--- config.mk ---
export PLATFORM = sky130hd
export DESIGN_NAME = row_reduce_scanner
export DESIGN_NICKNAME = d
export VERILOG_FILES = /design/src/rtl/row_reduce_scanner_pkg.sv /design/src/rtl/row_reduce_scanner_gate.sv /design/src/rtl/row_reduce_scanner.sv
export SDC_FILE = /design/constraint.sdc
export NUM_CORES = 1
export LEC_CHECK = 0
export BUFFER_PORTS_ARGS = -buffer_cell sky130_fd_sc_hd__buf_2
export CORE_MARGIN = 10
export CORE_UTILIZATION = 53
export DETAILED_ROUTE_END_ITERATION = 12
export HOLD_SLACK_MARGIN = 0.03
export PLACE_DENSITY = 0.88
export SLEW_MARGIN = 20
export SYNTH_ARGS = -nofsm -noshare
export SYNTH_HDL_FRONTEND = slang
export SYNTH_SLANG_ARGS = --single-unit
--- constraint.sdc ---
create_clock -name Clock -period 1.8 [get_ports Clock]
set_input_delay 0.09 -clock Clock [delete_from_list [all_inputs] [get_ports Clock]]
set_output_delay 0.09 -clock Clock [all_outputs]
set_load 0.03 [all_outputs]
--- src/rtl/row_reduce_scanner_pkg.sv ---
// Shared encodings and width helper for the row reduction scanner and its gate.
package row_reduce_scanner_pkg;

    typedef enum logic [1:0] {
        MODE_AND = 2'b00,
        MODE_OR  = 2'b01,
        MODE_XOR = 2'b10,
        MODE_NOR = 2'b11
    } mode_e;

    typedef enum logic [1:0] {
        StIdle = 2'b00,
        StScan = 2'b01,
        StDone = 2'b10
    } state_e;

    // clog2 that never yields a zero-width vector (ROWS=1 still needs one address bit)
    function automatic int unsigned clog2_min1(input int unsigned n);
        return (n > 1) ? $clog2(n) : 1;
    endfunction

endpackage

--- src/rtl/row_reduce_scanner_gate.sv ---
// Generalised N-input bubbled gate: per-bit inversion mask followed by a selectable reduction.
module gate_reduce_masked
    import row_reduce_scanner_pkg::*;
#(
    parameter int unsigned      WIDTH       = 12,
    parameter logic [WIDTH-1:0] BubblesMask = '0
) (
    input  logic [WIDTH-1:0] data,
    input  mode_e            mode,
    output logic             hit
);

    logic [WIDTH-1:0] real_bits;

    always_comb begin
        real_bits = data ^ BubblesMask;
        hit       = 1'b0;
        unique case (mode)
            MODE_AND: hit = &real_bits;
            MODE_OR:  hit = |real_bits;
            MODE_XOR: hit = ^real_bits;
            MODE_NOR: hit = ~|real_bits;
        endcase
    end

endmodule

--- src/rtl/row_reduce_scanner.sv ---
// Streams ROWS board lines from a synchronous-read memory, reduces each one and
// accumulates a hit mask, hit count and first hit index (line-clear detection).
module row_reduce_scanner
    import row_reduce_scanner_pkg::*;
#(
    parameter int unsigned      WIDTH       = 12,
    parameter int unsigned      ROWS        = 20,
    parameter logic [WIDTH-1:0] BubblesMask = '0,
    parameter int unsigned      AW          = clog2_min1(ROWS),
    parameter int unsigned      CW          = clog2_min1(ROWS + 1)
) (
    input  logic             Clock,
    input  logic             Reset,
    input  logic             Start,
    input  logic [1:0]       Mode,
    output logic [AW-1:0]    RowAddr,
    output logic             RowRead,
    input  logic [WIDTH-1:0] RowData,
    output logic             Busy,
    output logic             Done,
    output logic [ROWS-1:0]  HitMask,
    output logic [CW-1:0]    HitCount,
    output logic             AnyHit,
    output logic [AW-1:0]    FirstHit
);

    localparam logic [AW-1:0] LastRow  = AW'(ROWS - 1);
    localparam logic [CW-1:0] MaxCount = CW'(ROWS);

    state_e          state_q;
    mode_e           mode_q;
    logic [AW-1:0]   addr_q;
    logic            read_q;
    logic            busy_q;
    logic            done_q;
    logic [ROWS-1:0] hit_mask_q;
    logic [CW-1:0]   count_q;
    logic            any_q;
    logic [AW-1:0]   first_q;
    // Address issued in the previous cycle; its data is on RowData now.
    logic            cap_valid_q;
    logic [AW-1:0]   cap_addr_q;
    logic            row_hit;

    gate_reduce_masked #(
        .WIDTH       (WIDTH),
        .BubblesMask (BubblesMask)
    ) u_gate (
        .data (RowData),
        .mode (mode_q),
        .hit  (row_hit)
    );

    always_ff @(posedge Clock or posedge Reset) begin
        if (Reset) begin
            state_q     <= StIdle;
            mode_q      <= MODE_AND;
            addr_q      <= '0;
            read_q      <= 1'b0;
            busy_q      <= 1'b0;
            done_q      <= 1'b0;
            hit_mask_q  <= '0;
            count_q     <= '0;
            any_q       <= 1'b0;
            first_q     <= '0;
            cap_valid_q <= 1'b0;
            cap_addr_q  <= '0;
        end else begin
            done_q <= 1'b0;
            unique case (state_q)
                StIdle, StDone: begin
                    state_q <= StIdle;
                    if (Start) begin
                        state_q     <= StScan;
                        mode_q      <= mode_e'(Mode);
                        hit_mask_q  <= '0;
                        count_q     <= '0;
                        any_q       <= 1'b0;
                        first_q     <= '0;
                        addr_q      <= '0;
                        read_q      <= 1'b1;
                        busy_q      <= 1'b1;
                        cap_valid_q <= 1'b0;
                    end
                end
                StScan: begin
                    cap_valid_q <= read_q;
                    cap_addr_q  <= addr_q;
                    if (addr_q < LastRow) begin
                        addr_q <= addr_q + AW'(1);
                    end
                    if (cap_valid_q) begin
                        if (row_hit) begin
                            hit_mask_q[cap_addr_q] <= 1'b1;
                            if (count_q < MaxCount) begin
                                count_q <= count_q + CW'(1);
                            end
                            if (!any_q) begin
                                first_q <= cap_addr_q;
                            end
                            any_q <= 1'b1;
                        end
                        if (cap_addr_q == LastRow) begin
                            state_q     <= StDone;
                            read_q      <= 1'b0;
                            busy_q      <= 1'b0;
                            done_q      <= 1'b1;
                            cap_valid_q <= 1'b0;
                        end
                    end
                end
                default: state_q <= StIdle;
            endcase
        end
    end

    assign RowAddr  = addr_q;
    assign RowRead  = read_q;
    assign Busy     = busy_q;
    assign Done     = done_q;
    assign HitMask  = hit_mask_q;
    assign HitCount = count_q;
    assign AnyHit   = any_q;
    assign FirstHit = first_q;

endmodule
==> summary.txt <==
Clock tree
  • Num CTS Buffers: 5
  • CTS clock-pin slew for the worst setup and hold paths: 0.09 ns
  • Root Buffer: clkbuf_8
  • Clk buf depth: 2
  • Worst skew pair latency: 0.31 ns
  • Post-CTS Setup Repair Bufs: 0
  • Clk sink count: 49
  • H-tree Lvls: 2
  • CTS tree: yes

Detailed routing
  • Top layer in use: met4
  • Met1 Wirelength: 2400 microns
  • WL per Instance: 14.9 microns
  • DRT Pass-1 Iters: 4
  • Vias: 2037
  • Metal3 WL: 449 microns
  • DRT iter0 DRCs: 103
  • Met2 wire length: 2610 microns
  • # DRC: 0
  • Routed Wire Length: 5580 microns
  • ANT nets after route: 0
  • Vias/cell: 5.46

Global routing
  • Initial antenna violation count: 0
  • Via count of the first global-routing pass: 2007
  • Overall Global Routing Usage: 14.8%
  • Largest net degree at the start of global routing: 50
  • Overflow after GRT: 0
  • Global-route wire length before repair: 9160 microns

STA
  • Final Skew: 0.00600 ns
  • Slew headroom: 61.0%
  • Max Clk Rate: 618 MHz
  • Hold_ws: 0.0985 ns
  • Fin. max-slew vios: 0
  • Final hold violation count: 0
  • Unrepaired setup endpoints after global routing: false
  • Worst-margin pin slew: 0.584 ns
  • Final period util: 89.9%
  • Setup violators final: 0
  • Min cycle time layout: 1.62 ns

Floorplan
  • Die Ht: 87.8 microns
  • Row cnt: 24
  • Die Wd: 87.8 microns
  • Initial core utilization: 55.2%
  • Core box area: 0.00441 sq mm
  • I/O Pins: 56
  • Die area: 0.00771 sq mm

Setup path
  • Max incr delay on CP: 0.44 ns
  • CP Capture Type: flop
  • CP required: 2.02 ns
  • Critical path class: flop to flop
  • Crit path DAT: 1.83 ns
  • Crit Path Max Fanout: 24
  • Critical path launch point type: flop
  • CP max-delay cell: dfrtp_1
  • Critical path cell sequence: nand4b_1, o21ai_0, a31o_4, nor2_4, buf_12, o31ai_1

Synthesis
  • Number of flops mapped to enable cells by yosys: 0
  • Ys Warns: 0
  • Sequential fraction of the synthesis area: 50.4%
  • FF+latch count, synth: 49
  • Synth cell types: 37
  • Post-synth top area cell: dfrtp_1
  • Synth Instances: 246
  • Mapped Area: 0.00243 sq mm
  • Ys async rst share: 100%
  • Ys flop type: dfrtp_1
  • Average instance area after synthesis: 9.90 sq um
  • Synth Net Count: 277
  • Share of the synthesized area in the top cell type: 50.4%
  • Largest cells by area after synthesis: dfrtp_1 (50%), nand2_1 (8.2%), ha_1 (7.2%)

Layout
  • Layout cell share with drive strength beyond 1: 27.7%
  • Post-layout nets: 351
  • Commonest non-fill, non-tap cell in the layout: buf_2
  • Commonest cells after routing, fill and taps aside: buf_2 (55), nand2_1 (53), dfrtp_1 (49)
  • Design Area, Final: 0.00301 sq mm
  • Fillers: 341
  • Syn-to-layout area delta: 23.4%
  • Diode count: 0

Pwr
  • Pwr Density: 1880 mW/mm^2
  • Peak supply drop: 0.000958 V
  • P_leak: 1.56 nW

Run status
  • Status: complete, no violations

Placement
  • Port bufs: 55
  • Dpl hpwl: 4250 microns
  • GP Congestion: 0.825
  • Post-DP Area: 0.00288 sq mm

Run
  • Max-Cap Viols: 0

Min path
  • Hold Path Class: primary input to flop
[layer usage]
layer / global-route usage [%] / vias up
met5: 0 / -
met4: 6.96 / 0
met3: 4.92 / 11
met2: 24.2 / 61
met1: 17.1 / 968
li1: - / 997
[path summary, 6_finish.rpt]
kind,to,slack (ns),from,cells past startpoint
worst max-delay path,HitMask[8]$_DFFE_PP0P_,0.18,mode_q[1]$_DFFE_PP0P_,6
worst min-delay path,state_q[0]$_DFFE_PP0P_,0.1,Start,3
worst max register to register,HitMask[8]$_DFFE_PP0P_,0.18,mode_q[1]$_DFFE_PP0P_,6
worst min register to register,HitMask[10]$_DFFE_PP0P_,0.48,HitMask[10]$_DFFE_PP0P_,2
max in group asynchronous,RowAddr[4]$_DFFE_PP0P_,0.94,Reset,4
min in group asynchronous,HitMask[1]$_DFFE_PP0P_,0.46,Reset,4
[stage by stage]
| stage | utilization (%) | std cells | setup TNS [ns] | setup WS, ns | power (W) |
|---|---|---|---|---|---|
| final | 68.1 | 373 | 0 | 0.182 | 0.00565 |
| after global routing | 68.1 | 373 | 0 | 0.0233 | 0.00608 |
| after CTS | 68.0 | 373 | 0 | 0.115 | 0.00568 |
| after detailed placement | 65.2 | 362 | -2.48 | -0.0932 | 0.00501 |
| after global placement | 65.2 | 362 | -0.883 | -0.0395 | 0.00491 |
| after floorplan | - | 246 | 0 | 0.0519 | 0.00406 |
[critical path, delay by kind of cell (launching register included)]
kind | cells | cell delay (ns)
and+or+nand+nor | 2 | 0.25
buffers and inverters | 1 | 0.16
AOI/OAI and AO/OA | 3 | 0.68
DFF | 1 | 0.44
[report_power, final]
group          total, W  switching, W  internal [W]
clock network  0.000671      0.000360      0.000311
logic           0.00306       0.00195       0.00111
registers       0.00193      0.000391       0.00153
[cells in the mapped netlist, types with 5 or more instances]
cell       count
nand2_1       53
dfrtp_1       49
o31ai_1       21
inv_1         15
nor2_1        15
ha_1          14
nand3_1       11
o21ai_0       10
clkbuf_1       7
o2bb2ai_1      7
nand2b_1       5
[flip-flops by register name, summed over array words and instances, names as in the netlist]
register     count
Busy             1
RowRead          1
HitMask         20
mode_q           2
cap_addr_q       5
Done             1
AnyHit           1
FirstHit         5
RowAddr          5
HitCount         5
cap_valid_q      1
state_q          2
[cell type report]
| cell class | count | area (sq um) | area share (%) |
|---|---|---|---|
| sequential | 49 | 1230 | 40.8 |
| clock inverter | 2 | 13.8 | 0.458 |
| tap | 52 | 65.1 | 2.16 |
| timing repair buffer | 77 | 460 | 15.3 |
| clock buffer | 6 | 82.6 | 2.75 |
| multi-input combinational | 172 | 1100 | 36.6 |
| inverter | 15 | 56.3 | 1.87 |
[kinds of logic after synthesis]
kind of cell / share of synthesized area (%)
fa+ha+maj: 7.19
compound gates: 14.7
simple gates: 19.3
xor+xnor: 3.03
flops: 50.4
buf+inv: 4.52
mux: 0.874
[what timing repair did]
action	CTS	global route
setup endpoints to repair	0	14
hold buffers	3	0
hold endpoints to repair	51	0
gates resized for setup	0	1
(Power assumes the default switching activity.)
